--- src/rtl/multi_clock_gen_pkg.sv ---
// Shared types for the multi-channel clock/tick generator.
package multi_clock_gen_pkg;

    typedef logic ch_mode_t;

    localparam ch_mode_t CH_MODE_TOGGLE = 1'b0;
    localparam ch_mode_t CH_MODE_PULSE  = 1'b1;

endpackage

--- src/rtl/clk_gen_channel.sv ---
// One divider channel: counter, active/pending delay registers and the
// registered clk_out/tick outputs.
module clk_gen_channel
    import multi_clock_gen_pkg::*;
#(
    parameter int               CNT_W         = 32,
    parameter logic [CNT_W-1:0] DEFAULT_DELAY = '0
) (
    input  logic             clk,
    input  logic             rst_n,
    input  logic             en,
    input  ch_mode_t         mode,
    input  logic             sync,
    input  logic             wr_en,
    input  logic [CNT_W-1:0] wr_delay,
    output logic             pending,
    output logic             clk_out,
    output logic             tick
);

    logic [CNT_W-1:0] r_cnt;
    logic [CNT_W-1:0] r_delay;
    logic [CNT_W-1:0] r_pend_delay;
    logic             r_pend;
    logic             r_clk_out;
    logic             r_tick;
    logic             w_term;
    logic             w_reload;

    // >= rather than == so an oversized counter still wraps.
    assign w_term   = en & ~sync & (r_cnt >= r_delay);
    assign w_reload = r_pend & (~en | sync | w_term);

    always_ff @(posedge clk or negedge rst_n) begin
        if (!rst_n) begin
            r_cnt        <= '0;
            r_delay      <= DEFAULT_DELAY;
            r_pend_delay <= '0;
            r_pend       <= 1'b0;
            r_clk_out    <= 1'b0;
            r_tick       <= 1'b0;
        end else begin
            if (!en || sync) begin
                r_cnt     <= '0;
                r_clk_out <= 1'b0;
                r_tick    <= 1'b0;
            end else if (w_term) begin
                r_cnt     <= '0;
                r_tick    <= 1'b1;
                r_clk_out <= (mode == CH_MODE_PULSE) ? 1'b1 : ~r_clk_out;
            end else begin
                r_cnt  <= r_cnt + 1'b1;
                r_tick <= 1'b0;
                if (mode == CH_MODE_PULSE)
                    r_clk_out <= 1'b0;
            end

            if (w_reload)
                r_delay <= r_pend_delay;

            // A write is only accepted while nothing is pending, so it never
            // races a reload of the same channel.
            if (wr_en) begin
                r_pend       <= 1'b1;
                r_pend_delay <= wr_delay;
            end else if (w_reload) begin
                r_pend <= 1'b0;
            end
        end
    end

    assign pending = r_pend;
    assign clk_out = r_clk_out;
    assign tick    = r_tick;

endmodule

--- src/rtl/multi_clock_gen.sv ---
// Multi-channel programmable clock/tick generator: config decode, ready mux
// and sync fan-out around an array of clk_gen_channel instances.
module multi_clock_gen
    import multi_clock_gen_pkg::*;
#(
    parameter int               NUM_CH        = 4,
    parameter int               CNT_W         = 32,
    parameter logic [CNT_W-1:0] DEFAULT_DELAY = '0,
    localparam int              CH_W          = (NUM_CH > 1) ? $clog2(NUM_CH) : 1
) (
    input  logic              clk,
    input  logic              rst_n,
    input  logic [NUM_CH-1:0] en,
    input  logic [NUM_CH-1:0] mode,
    input  logic              sync,
    input  logic              cfg_valid,
    input  logic [CH_W-1:0]   cfg_ch,
    input  logic [CNT_W-1:0]  cfg_delay,
    output logic              cfg_ready,
    output logic [NUM_CH-1:0] clk_out,
    output logic [NUM_CH-1:0] tick
);

    logic [NUM_CH-1:0] w_pending;
    logic [NUM_CH-1:0] w_wr;

    // Unmatched channel numbers fall through as ready and are dropped.
    always_comb begin
        cfg_ready = 1'b1;
        for (int i = 0; i < NUM_CH; i++)
            if (cfg_ch == CH_W'(i))
                cfg_ready = ~w_pending[i];
    end

    for (genvar g = 0; g < NUM_CH; g++) begin : g_ch
        assign w_wr[g] = cfg_valid & cfg_ready & (cfg_ch == CH_W'(g));

        clk_gen_channel #(
            .CNT_W        (CNT_W),
            .DEFAULT_DELAY(DEFAULT_DELAY)
        ) u_ch (
            .clk     (clk),
            .rst_n   (rst_n),
            .en      (en[g]),
            .mode    (mode[g]),
            .sync    (sync),
            .wr_en   (w_wr[g]),
            .wr_delay(cfg_delay),
            .pending (w_pending[g]),
            .clk_out (clk_out[g]),
            .tick    (tick[g])
        );
    end

endmodule

--- config.mk ---
export PLATFORM = sky130hd
export DESIGN_NAME = multi_clock_gen
export DESIGN_NICKNAME = d
export VERILOG_FILES = /design/src/rtl/multi_clock_gen_pkg.sv /design/src/rtl/clk_gen_channel.sv /design/src/rtl/multi_clock_gen.sv
export SDC_FILE = /design/constraint.sdc
export NUM_CORES = 1
export LEC_CHECK = 0
export ABC_CLOCK_PERIOD_IN_PS = 4900
export BUFFER_PORTS_ARGS = -buffer_cell sky130_fd_sc_hd__buf_2
export CAP_MARGIN = 20
export CORE_ASPECT_RATIO = 1.2
export CORE_MARGIN = 2
export CORE_UTILIZATION = 45
export CTS_BUF_LIST = sky130_fd_sc_hd__clkbuf_8
export DETAILED_ROUTE_END_ITERATION = 12
export PLACE_DENSITY_LB_ADDON = 0.2
export SETUP_SLACK_MARGIN = 0.02
export SLEW_MARGIN = 10
export SYNTH_ARGS = -nofsm -noshare
export SYNTH_HDL_FRONTEND = slang
export SYNTH_SLANG_ARGS = --single-unit
--- constraint.sdc ---
create_clock -name clk -period 4.9 [get_ports clk]
set_input_delay 1.47 -clock clk [delete_from_list [all_inputs] [get_ports clk]]
set_output_delay 1.47 -clock clk [all_outputs]
set_load 0.01 [all_outputs]
Word level (Yosys, flattened, before mapping)
Cells that the tools add are included.
{"block": "word_totals", "regBits": 396, "elab_cells": 134}
{"block": "op_classes", "addsub": 4, "n_lt_le_gt_ge": 4, "eq_ne": 3, "mux": 44, "bitwise": 38, "reduce_logical": 17}
{"op": "32-bit 2-to-1 mux", "n": 8}
{"op": "32-bit by 1-bit adder with 32-bit output, second input constant", "n": 4}
{"op": "32-bit >= comparator", "n": 4}
{"op": "1-bit 2-to-1 mux", "n": 36}
{"op": "1-bit bitwise AND", "n": 17}
{"op": "1-bit inverter", "n": 13}
{"op": "3-bit nonzero test", "n": 4}
{"op": "1-bit bitwise OR", "n": 8}
{"op": "2-bit nonzero test", "n": 4}
{"op": "2-bit equality test, second input constant", "n": 2}
{"op": "1-bit logical NOT", "n": 4}
{"op": "1-bit logical OR", "n": 4}
{"op": "2-bit by 1-bit equality test with 1-bit output, second input constant", "n": 1}
{"op": "2-bit logical NOT", "n": 1}

Longest topological paths before layout
{"block": "depth", "word_depth": 8, "mapped_depth": 10, "ltp_nobuf": 8}

Cells and area by module
From an unflattened synthesis, not the netlist that was laid out.
{"block": "hier_totals", "cells_unflattened": 1671, "hier_area_um2": 19745.2}
{"module": "clk_gen_channel", "instances": 4, "cells_each": 416, "area_per_inst_um2": 4921.0}
{"module": "multi_clock_gen", "instances": 1, "cells_each": 7, "area_per_inst_um2": 61.3}

Worst setup path after synthesis
No wires, ideal clock.
{"block": "synth_path", "path_type": "input to output", "from": "input cfg_ch[0]", "to": "output cfg_ready", "t_arrival_ns": 2.031, "required_ns": 3.430, "path_slack_ns": 1.399, "path_stages": 2, "n_path_buf": 0, "path_cell_list": "mux4_2 inv_1"}
{"block": "synth_between", "elab_chain_len": 5, "elab_cells_between_ends": 8, "cone_classes": "3 x eq/ne; 4 x mux; 1 x reduce/logical"}
{"element": "start: declaration", "line": "multi_clock_gen.sv:17", "rtl": "input logic [CH_W-1:0] cfg_ch,"}
{"element": "2-bit logical NOT", "line": "multi_clock_gen.sv:31", "rtl": "if (cfg_ch == CH_W'(i))"}
{"element": "1-bit 2-to-1 mux (3 in series)", "line": "multi_clock_gen.sv:31"}
{"element": "1-bit 2-to-1 mux *", "line": "multi_clock_gen.sv:31"}
{"element": "end: declaration", "line": "multi_clock_gen.sv:19", "rtl": "output logic cfg_ready,"}
Every way passes the cells marked *; elsewhere a longest branch is shown, timed or not.

Worst setup path after layout
Same ends and word-level chain as after synthesis.

==> results.sh <==
export IMPL_hold_class="register to register"
export IMPL_regToRegSetupSlack_ns=1.61
export IMPL_dieArea_um2=45800
export IMPL_grt_max_degree=89
export IMPL_slowest_stage="mux4_2"
export IMPL_grt_usage=0.203
export IMPL_cp_data_arrival_time_ns=2.48
export IMPL_reg2reg_to="g_ch[0].u_ch.r_cnt[8]"
export IMPL_antenna_left=0
export IMPL_diodes=0
export IMPL_start_kind="input port"
export IMPL_status="finished, final reports clean"
export IMPL_power_density_nw_per_um2=404
export IMPL_yosys_warnings=0
export IMPL_synth_xor_area_frac=0.0530
export IMPL_num_rows=84
export IMPL_ios=55
export IMPL_antenna_found_initial=2
export IMPL_clk_pin_slew_worst_paths_ns=0.06
export IMPL_synth_edf_count=0
export IMPL_synth_compound_area_frac=0.0649
export IMPL_synth_simple_area_share=0.125
export IMPL_setup_ws_ns=0.946
export IMPL_ir_worst_vdd_mv=0.278
export IMPL_clock_latency_ns=0.61
export IMPL_synth_area_um2=19800
export IMPL_dp_final_hpwl_um=31500
export IMPL_cts_sinks=396
export IMPL_worst_hold_slack_ns=0.471
export IMPL_syn_to_final_growth_pct=12.0
export IMPL_cts_resized_gates=0
export IMPL_syn_inst=1787
export IMPL_period_minus_slack_ns=3.95
export IMPL_worst_slew_pin_slew_ns=0.951
export IMPL_power_w=0.00897
export IMPL_synth_main_ff_cell="dfrtp_1"
export IMPL_wl_um=44800
export IMPL_drive_gt1_frac=0.219
export IMPL_end_kind="output pin"
export IMPL_final_setup_viol_count=0
export IMPL_synth_top_family_by_area="multiplexers"
export IMPL_cts_tree="built"
export IMPL_place_inst=2355
export IMPL_crit_start="cfg_ch[0]"
export IMPL_via_per_inst=5.36
export IMPL_first_iter_violations=591
export IMPL_hold_viol_final=0
export IMPL_rsz0062_at_grt="no"
export IMPL_synthMuxAreaShare=0.129
export IMPL_skew_ns=0.0184
export IMPL_route_vias_total=13300
export IMPL_fin_nets=2045
export IMPL_cp_max_fo=5
export IMPL_portBuffers=54
export IMPL_mostFrequentLayoutCells="396 x dfrtp_1, 220 x mux2_2, 168 x nor2_1, 166 x inv_1, 132 x ha_1"
export IMPL_seq_area_frac_synth=0.499
export IMPL_dr_pass1_iters=4
export IMPL_leakagePower_nw=10.2
export IMPL_cap_viol_max_count=0
export IMPL_synthAdderAreaFrac=0.0832
export IMPL_crit_path_end="cfg_ready"
export IMPL_r2r_start="g_ch[0].u_ch.r_cnt[2]"
export IMPL_cts_buffer_depth=3
export IMPL_required_ns=3.43
export IMPL_final_common_cell="dfrtp_1"
export IMPL_grt_pass1_vias=13600
export IMPL_final_cells=2473
export IMPL_drc=0
export IMPL_coreArea_um2=43700
export IMPL_cts_buffers=68
export IMPL_crit_top_cell="buf_2"
export IMPL_fmax_mhz=253
export IMPL_crit_chain="buf_2, mux4_2, inv_1, buf_2"
export IMPL_synth_nets=1965
export IMPL_critPathMaxStageDelay_ns=0.55
export IMPL_max_slew_margin_rel=0.366
export IMPL_grt_pass1_wl_um=72800
export IMPL_cts_root_buf="clkbuf_8"
export IMPL_worstSetupPathType="input port to output pin"
export IMPL_post_cts_buffers=0
export IMPL_synth_cell_types=65
export IMPL_post_place_ws_ns=0.916
export IMPL_async_reset_ff_frac=1.00
export IMPL_post_route_period_util=0.807
export IMPL_hold_buffers=0
export IMPL_maxSlewViolCount=0
export IMPL_tns_ns=0
export IMPL_globalplace_congestion=0.814
export IMPL_avgSynthCellArea_um2=11.1
export IMPL_fp_dieW_um=196
export IMPL_start_util=0.454
export IMPL_avgRoutedWirePerCell_um=18.1
export IMPL_die_h_um=234
export IMPL_rr_worst_depth=9
export IMPL_htreeDepth=3
export IMPL_ys_ff_latch=396
export IMPL_grt_overflow=0
## routing by layer
| metal | up-vias | track usage | wire, µm |
|---|---|---|---|
| li1 | 6348 | - | - |
| met1 | 6638 | 0.264 | 20200 |
| met2 | 193 | 0.344 | 21700 |
| met3 | 86 | 0.0289 | 1520 |
| met4 | 0 | 0.0826 | 1370 |
| met5 | - | 0 | 0 |
## cell usage after synthesis (all sizes together), types with 2 or more instances
cell     instances  area [µm²]
nor3            15        80.1
nor4            12        81.3
xor2            62         543
and2            10        62.6
ha             132        1650
a21oi           54         270
o22ai            2        12.5
nand2          106         398
and3            25         158
o2bb2ai          3        26.3
nand3b           2        15.0
a22oi            2        15.0
xnor2           58         508
mux2           224        2520
nor3b            2        15.0
clkbuf          41         154
and4            10        88.8
nor2b            4        25.0
a31oi            2        12.5
nand3           51         255
or3              5        36.3
buf             30         199
inv            149         559
o31ai            4        48.8
o211ai          34         255
a221oi           3        26.3
nand2b          42         263
a21o             3        22.5
a211o            2        17.5
nand4           50         313
or4              3        26.3
o2111ai         32         280
dfrtp          396        9910
o21a             8        60.1
nor2           170         641
o21bai           2        15.0
o21ai           21         105
a2111oi          2        36.3
a2111o           2        22.5
## per-stage QoR
stage	cell area (µm²)	util
2_1_floorplan	19800	-
3_3_place_gp	20800	0.475
3_5_place_dp	20800	0.476
4_1_cts	22200	0.508
5_1_grt	22200	0.508
6_report	22200	0.508
## area by class of cell
type	instances	area, µm²
Clock buffer	89	1220
Clock inverter	28	181
Fill cell	3924	21500
Inverter	149	559
Multi-Input combinational cell	1171	9070
Sequential cell	396	9910
Tap cell	559	699
Timing Repair Buffer	81	586
## state kept, by name, summed over array words and instances, names as in the netlist
signal,cells
g_ch.u_ch.clk_out,4
g_ch.u_ch.r_pend_delay,128
g_ch.u_ch.tick,4
g_ch.u_ch.r_delay,128
g_ch.u_ch.pending,4
g_ch.u_ch.r_cnt,128
## kinds of logic after synthesis
group	Yosys count
AND/OR/NAND/NOR	510
AO/OA/AOI/OAI	183
flip-flops	396
XOR/XNOR	120
buffers and inverters	220
multiplexers	226
adder cells (fa/ha/maj)	132
## worst max-delay path, delay by kind of cell
kind / cells / cell delay (ns)
buf+inv: 3 / 0.46
mux: 1 / 0.55
## worst min-delay path by stage
| stage | startpoint | endpoint | cells after the start |
|---|---|---|---|
| 6_report | g_ch[2].u_ch.r_pend_delay[2] | g_ch[2].u_ch.r_delay[2] | 1 |
| 5_1_grt | g_ch[2].u_ch.r_pend_delay[5] | g_ch[2].u_ch.r_delay[5] | 1 |
| 4_1_cts | g_ch[2].u_ch.r_pend_delay[5] | g_ch[2].u_ch.r_delay[5] | 1 |
| 3_5_place_dp | g_ch[2].u_ch.r_pend_delay[2] | g_ch[2].u_ch.r_delay[2] | 1 |
| 3_3_place_gp | g_ch[3].u_ch.r_pend_delay[2] | g_ch[3].u_ch.r_delay[2] | 1 |
| 2_1_floorplan | g_ch[3].u_ch.r_pend_delay[2] | g_ch[3].u_ch.r_delay[2] | 1 |
## report_power, final
group | switching (W) | total, W | internal [W]
Combinational | 0.000792 | 0.00161 | 0.000816
Clock | 0.00135 | 0.00308 | 0.00173
Sequential | 0.000360 | 0.00429 | 0.00393
(Power assumes the default switching activity.)
